### src/rtl/antisat_pkg.sv
// Shared types, default sizes and helpers for the Anti-SAT key loader.
package antisat_pkg;

  localparam int unsigned KEY_W_DEF    = 11;
  localparam int unsigned OUT_W_DEF    = 2;
  localparam int unsigned MAX_FAIL_DEF = 3;
  localparam int unsigned FAIL_W_DEF   = 2;

  typedef enum logic [2:0] {
    StIdle,
    StShift,
    StCheck,
    StActive,
    StLockout
  } state_e;

  // Reduction XOR; zero-extension of narrower keys leaves the result unchanged.
  function automatic logic parity_of(logic [31:0] v);
    return ^v;
  endfunction

endpackage

### src/rtl/antisat_key_shreg.sv
// Shadow register, bit counter and parity latch for the serial key stream.
module antisat_key_shreg
  import antisat_pkg::*;
#(
  parameter int unsigned KEY_W = KEY_W_DEF
) (
  input  logic             clk_i,
  input  logic             rst_ni,
  input  logic             clr_i,
  input  logic             shift_en_i,
  input  logic             bit_i,
  output logic [KEY_W-1:0] shadow_o,
  output logic             parity_o,
  output logic             last_bit_o
);

  localparam int unsigned CntW = $clog2(KEY_W + 1);

  logic [KEY_W-1:0] shadow_q, shadow_d;
  logic [CntW-1:0]  cnt_q, cnt_d;
  logic             parity_q, parity_d;
  logic             done_q, done_d;

  always_comb begin
    shadow_d = shadow_q;
    cnt_d    = cnt_q;
    parity_d = parity_q;
    done_d   = done_q;
    if (clr_i) begin
      shadow_d = '0;
      cnt_d    = '0;
      parity_d = 1'b0;
      done_d   = 1'b0;
    end else if (shift_en_i && !done_q) begin
      // After KEY_W data bits the next transfer is the parity bit.
      if (cnt_q == CntW'(KEY_W)) begin
        parity_d = bit_i;
        done_d   = 1'b1;
      end else begin
        shadow_d[cnt_q] = bit_i;
        cnt_d           = cnt_q + CntW'(1);
      end
    end
  end

  always_ff @(posedge clk_i or negedge rst_ni) begin
    if (!rst_ni) begin
      shadow_q <= '0;
      cnt_q    <= '0;
      parity_q <= 1'b0;
      done_q   <= 1'b0;
    end else begin
      shadow_q <= shadow_d;
      cnt_q    <= cnt_d;
      parity_q <= parity_d;
      done_q   <= done_d;
    end
  end

  assign shadow_o   = shadow_q;
  assign parity_o   = parity_q;
  assign last_bit_o = done_q;

endmodule

### src/rtl/antisat_key_loader.sv
// Key activation sequencer for an Anti-SAT-locked core: serial load, parity check,
// atomic commit and output gating. Define ANTISAT_LOCKOUT_EN for permanent lockout.
module antisat_key_loader
  import antisat_pkg::*;
#(
  parameter int unsigned KEY_W    = KEY_W_DEF,
  parameter int unsigned OUT_W    = OUT_W_DEF,
  parameter int unsigned MAX_FAIL = MAX_FAIL_DEF,
  parameter int unsigned FAIL_W   = FAIL_W_DEF
) (
  input  logic              clk_i,
  input  logic              rst_ni,
  input  logic              start_i,
  input  logic              kin_valid_i,
  input  logic              kin_bit_i,
  output logic              kin_ready_o,
  output logic [KEY_W-1:0]  key_o,
  output logic              key_valid_o,
  output logic              busy_o,
  output logic              load_err_o,
  output logic [FAIL_W-1:0] fail_cnt_o,
  output logic              locked_o,
  input  logic [OUT_W-1:0]  obf_in_i,
  output logic [OUT_W-1:0]  obf_out_o
);

  if (MAX_FAIL > (2 ** FAIL_W) - 1) begin : g_bad_cfg
    $error("FAIL_W too narrow for MAX_FAIL");
  end

  state_e            state_q, state_d;
  logic [KEY_W-1:0]  key_q, key_d;
  logic              key_valid_q, key_valid_d;
  logic              load_err_q, load_err_d;
  logic [FAIL_W-1:0] fail_cnt_q, fail_cnt_d;

  logic              shreg_clr;
  logic              xfer;
  logic [KEY_W-1:0]  shadow;
  logic              parity;
  logic              parity_done;
  logic              parity_ok;

  // Ready drops once the parity bit is in, so nothing is taken during the hand-off to CHECK.
  assign kin_ready_o = (state_q == StShift) && !parity_done;
  assign xfer        = kin_valid_i && kin_ready_o;
  assign parity_ok   = (parity_of(32'(shadow)) ^ parity) == 1'b0;

  antisat_key_shreg #(
    .KEY_W(KEY_W)
  ) u_shreg (
    .clk_i      (clk_i),
    .rst_ni     (rst_ni),
    .clr_i      (shreg_clr),
    .shift_en_i (xfer),
    .bit_i      (kin_bit_i),
    .shadow_o   (shadow),
    .parity_o   (parity),
    .last_bit_o (parity_done)
  );

  always_comb begin
    state_d     = state_q;
    key_d       = key_q;
    key_valid_d = key_valid_q;
    load_err_d  = 1'b0;
    fail_cnt_d  = fail_cnt_q;
    shreg_clr   = 1'b0;
    unique case (state_q)
      StIdle: begin
        if (start_i) begin
          state_d   = StShift;
          shreg_clr = 1'b1;
        end
      end
      StShift: begin
        if (parity_done) state_d = StCheck;
      end
      StCheck: begin
        if (parity_ok) begin
          key_d       = shadow;
          key_valid_d = 1'b1;
          state_d     = StActive;
        end else begin
          load_err_d = 1'b1;
          if (fail_cnt_q != '1) fail_cnt_d = fail_cnt_q + FAIL_W'(1);
          state_d = StIdle;
`ifdef ANTISAT_LOCKOUT_EN
          if (fail_cnt_d >= FAIL_W'(MAX_FAIL)) state_d = StLockout;
`endif
        end
      end
      StActive: begin
        if (start_i) begin
          key_d       = '0;
          key_valid_d = 1'b0;
          state_d     = StShift;
          shreg_clr   = 1'b1;
        end
      end
`ifdef ANTISAT_LOCKOUT_EN
      StLockout: begin
        key_d       = '0;
        key_valid_d = 1'b0;
      end
`endif
      default: state_d = StIdle;
    endcase
  end

  always_ff @(posedge clk_i or negedge rst_ni) begin
    if (!rst_ni) begin
      state_q     <= StIdle;
      key_q       <= '0;
      key_valid_q <= 1'b0;
      load_err_q  <= 1'b0;
      fail_cnt_q  <= '0;
    end else begin
      state_q     <= state_d;
      key_q       <= key_d;
      key_valid_q <= key_valid_d;
      load_err_q  <= load_err_d;
      fail_cnt_q  <= fail_cnt_d;
    end
  end

  assign key_o       = key_q;
  assign key_valid_o = key_valid_q;
  assign busy_o      = (state_q == StShift) || (state_q == StCheck);
  assign load_err_o  = load_err_q;
  assign fail_cnt_o  = fail_cnt_q;
  assign obf_out_o   = key_valid_q ? obf_in_i : '0;

`ifdef ANTISAT_LOCKOUT_EN
  assign locked_o = (state_q == StLockout);
`else
  assign locked_o = 1'b0;
`endif

endmodule

### config.mk
export PLATFORM = sky130hd
export DESIGN_NAME = antisat_key_loader
export DESIGN_NICKNAME = d
export VERILOG_FILES = /design/src/rtl/antisat_pkg.sv /design/src/rtl/antisat_key_shreg.sv /design/src/rtl/antisat_key_loader.sv
export SDC_FILE = /design/constraint.sdc
export NUM_CORES = 1
export LEC_CHECK = 0
export BUFFER_PORTS_ARGS = -buffer_cell sky130_fd_sc_hd__buf_2
export CORE_ASPECT_RATIO = 2
export CORE_MARGIN = 2
export CORE_UTILIZATION = 60
export CTS_CLUSTER_SIZE = 30
export DETAILED_ROUTE_END_ITERATION = 12
export GPL_ROUTABILITY_DRIVEN = 1
export PLACE_DENSITY = 0.83
export SYNTH_ARGS = -nofsm -noshare
export SYNTH_HDL_FRONTEND = slang
export SYNTH_SLANG_ARGS = --single-unit
### constraint.sdc
create_clock -name clk_i -period 5.3 [get_ports clk_i]
set_input_delay 0.265 -clock clk_i [delete_from_list [all_inputs] [get_ports clk_i]]
set_output_delay 0.265 -clock clk_i [all_outputs]
set_load 0.03 [all_outputs]
==> results by group <==
Timing
  • Setup TNS: 0 ns
  • Worst-Margin Slew: 0.793 ns
  • Minimum clock period: 2.42 ns
  • Crit share post-route: 45.7%
  • Worst slew margin: 47.2%
  • Final Hold Vio Count: 0
  • Final setup vio count: 0
  • Final Slew Violations: 0
  • Hold WS: 0.0422 ns
  • RSZ-0062 raised after global routing: false
  • Max Freq: 413 MHz
  • Clk_skew: 0.00685 ns

Floorplanning
  • Die Footprint: 0.00349 mm²
  • Die H: 81.6 µm
  • Die X: 42.8 µm
  • Ports: 27
  • Initial Util: 62.1%
  • Core Region: 0.00291 mm²
  • Row cnt: 28

Clock tree
  • Sink Count: 34
  • CTS Buffer Depth: 2
  • # Post-CTS Setup Buffers: 0
  • Clock latency on the worst-skew pair: 0.28 ns
  • Total CTS buffers: 5
  • PostCTS Resize Cnt: 0
  • Clock transition at the registers of the reported paths: 0.07 ns
  • H-tree Lvls: 2
  • CTS hold repair buffers: 0
  • Clock root cell: clkbuf_8
  • TritonCTS clock tree: yes

Pwr
  • Leak: 0.992 nW
  • Clock network power share: 19.7%
  • Peak supply drop: 381 µV
  • Combinational share of power: 45.6%
  • Sequential share of power: 34.7%
  • Internal power: 0.000540 W
  • Psw: 0.000437 W
  • Sw frac: 44.7%
  • Pwr/cell area: 485 mW/mm²

Yosys
  • Synth area leaders: dfrtp_1 (47%), nand2_1 (7.3%), ha_1 (5.5%)
  • Synthesis-stage register bit count: 34
  • Yosys top cell area share: 47.1%
  • Distinct cells, synth: 30
  • Register area share after synthesis: 47.1%
  • Ys Warns: 0
  • Syn Area/Cell: 9.35 µm²
  • Mapped cell area: 0.00181 mm²
  • Synth area leader: dfrtp_1
  • Post-Syn Instances: 193
  • Mapped Nets: 208

Setup path
  • Crit path max-delay family: simple AND/OR/NAND/NOR gates
  • CP bufs+invs: 2
  • Crit-path slowest cell: nor2_1
  • Largest stage delay on the critical path: 0.57 ns
  • Critical-path cell list: inv_1 > ha_1 > inv_1 > nor2_1 > a21oi_1 > nand2_1 > o211ai_1
  • Worst-path fanout max: 14
  • WS Path Type: reg2reg
  • WP data required: 5.43 ns
  • Crit. End Element: flop
  • Crit path arrival time: 2.56 ns
  • Cell repeated most along the worst path: inv_1
  • Critical Path Source Type: flop

Global routing
  • M2 GR Usage: 40.2%
  • Total congestion overflow: 0
  • First-pass GRT wire length: 5950 µm
  • Largest net degree at the start of global routing: 35
  • Initial antenna violation count: 0
  • M1 GR Usage: 22.3%
  • Vias in the first global route: 1,426
  • M3 GR Usage: 5.93%
  • Tot GR Track Use: 22.6%
  • GR peak layer: met2

Drt
  • Drt wl/cell: 14.4 µm
  • Initial drt markers: 51
  • Vias per inst: 5.82
  • First-pass DRT Iterations: 5
  • Via Count: 1,432
  • Drt drc: 0
  • Routed wire length: 3550 µm
  • Antenna violation net count after detailed routing: 0

Cells and area
  • # fillers: 220
  • Total Nets Final: 230
  • Area of the multi-input gates: 882 µm²
  • Share of cells above drive strength 1: 16.7%
  • ANT cells: 0
  • FF+latch area: 851 µm²
  • Area Overhead vs Synth: 11.5%

Placed design
  • Number of buffers added on ports: 25
  • Gpl congestion: 0.843
  • HPWL Detailed: 2700 µm

Run status
  • Status: complete, no violations

Run
  • Max_cap viols: 0

Min path
  • Hold Path Class: in2async
==> Yosys cell counts <==
cell,n
nor3_4,1
nor2b_1,1
conb_1,1
dfrtp_1,34
buf_4,2
mux2_1,1
nand3b_1,1
and2_1,3
clkbuf_1,6
nand2_1,35
nand3_1,19
buf_2,1
nand2b_1,1
ha_1,8
xnor2_1,9
a2bb2oi_1,1
inv_1,7
nor2_1,21
o211ai_1,11
o21ai_0,2
buf_1,1
mux2i_1,9
xnor2_2,1
a31o_2,1
nor4_1,1
a21oi_1,9
xor2_1,2
nor3_1,2
xnor3_2,1
o2bb2ai_1,1
==> layout by cell type (no fill, tap or decap), types with 2 or more instances in the layout <==
| cell | instances |
|---|---|
| nand2_1 | 35 |
| dfrtp_1 | 34 |
| buf_2 | 25 |
| nor2_1 | 21 |
| nand3_1 | 19 |
| o211ai_1 | 11 |
| xnor2_1 | 9 |
| mux2i_1 | 9 |
| a21oi_1 | 9 |
| ha_1 | 8 |
| inv_1 | 7 |
| clkbuf_8 | 6 |
| and2_1 | 3 |
| xor2_1 | 2 |
| nor3_1 | 2 |
| o21ai_0 | 2 |
==> kinds of logic after synthesis <==
logic type,count (synthesis),synth area share [%]
other,1,0.208
buffers and inverters,17,4.02
XOR/XNOR,13,7.55
AND/OR/NAND/NOR,85,20.9
flip-flops,34,47.1
AO/OA/AOI/OAI,25,9.08
adder cells (fa/ha/maj),8,5.54
multiplexers,10,5.61
==> sequential cells by signal, summed over array words and instances, names as in the netlist <==
signal,count
state_q,2
u_shreg.shadow_o,11
key_valid_o,1
load_err_o,1
u_shreg.cnt_q,4
u_shreg.parity_o,1
u_shreg.last_bit_o,1
fail_cnt_o,2
key_o,11
==> cell type report <==
type                       instances  area share [%]
multi-input combinational        142            43.8
inverter                           7            1.31
sequential                        34            42.3
tap                               30            1.86
clock inverter                     1           0.249
clock buffer                       7            4.29
timing repair buffer              25            6.22
==> path summary, 6_finish.rpt <==
check	depth (start not counted)	start	end	slack [ns]
worst min register to register	1	fail_cnt_o[0]	fail_cnt_o[0]	0.50
worst max-delay path	7	state_q[0]	key_o[7]	2.88
worst max register to register	7	state_q[0]	key_o[7]	2.88
max in group asynchronous	1	rst_ni	u_shreg.shadow_o[7]	4.78
worst min-delay path	1	rst_ni	state_q[1]	0.04
min in group clk_i	2	start_i	u_shreg.last_bit_o	0.24
==> metrics by stage <==
stage	util (%)	power, W	cell area (µm²)	instances	setup slack, ns
after floorplan	-	0.000704	1810	193	3.49
after global placement	66.1	0.000766	1920	238	3.02
after detailed placement	66.1	0.000788	1920	238	2.90
after CTS	69.2	0.000984	2010	246	2.88
after global routing	69.2	0.00105	2010	246	2.59
final	69.2	0.000977	2010	246	2.88
==> power groups by stage <==
stage          logic (W)  registers (W)  clock network [W]
5_1_grt         0.000493       0.000344           0.000208
2_1_floorplan   0.000330       0.000374                  0
3_5_place_dp    0.000444       0.000344                  0
3_3_place_gp    0.000426       0.000340                  0
6_report        0.000445       0.000339           0.000193
4_1_cts         0.000446       0.000340           0.000198
==> per-layer routing <==
layer	up-vias	wire (µm)
met5	-	0
met3	13	131
met4	0	137
met1	688	1300
li1	685	-
met2	46	1990
Note: power is estimated with default switching activity, not from simulation.
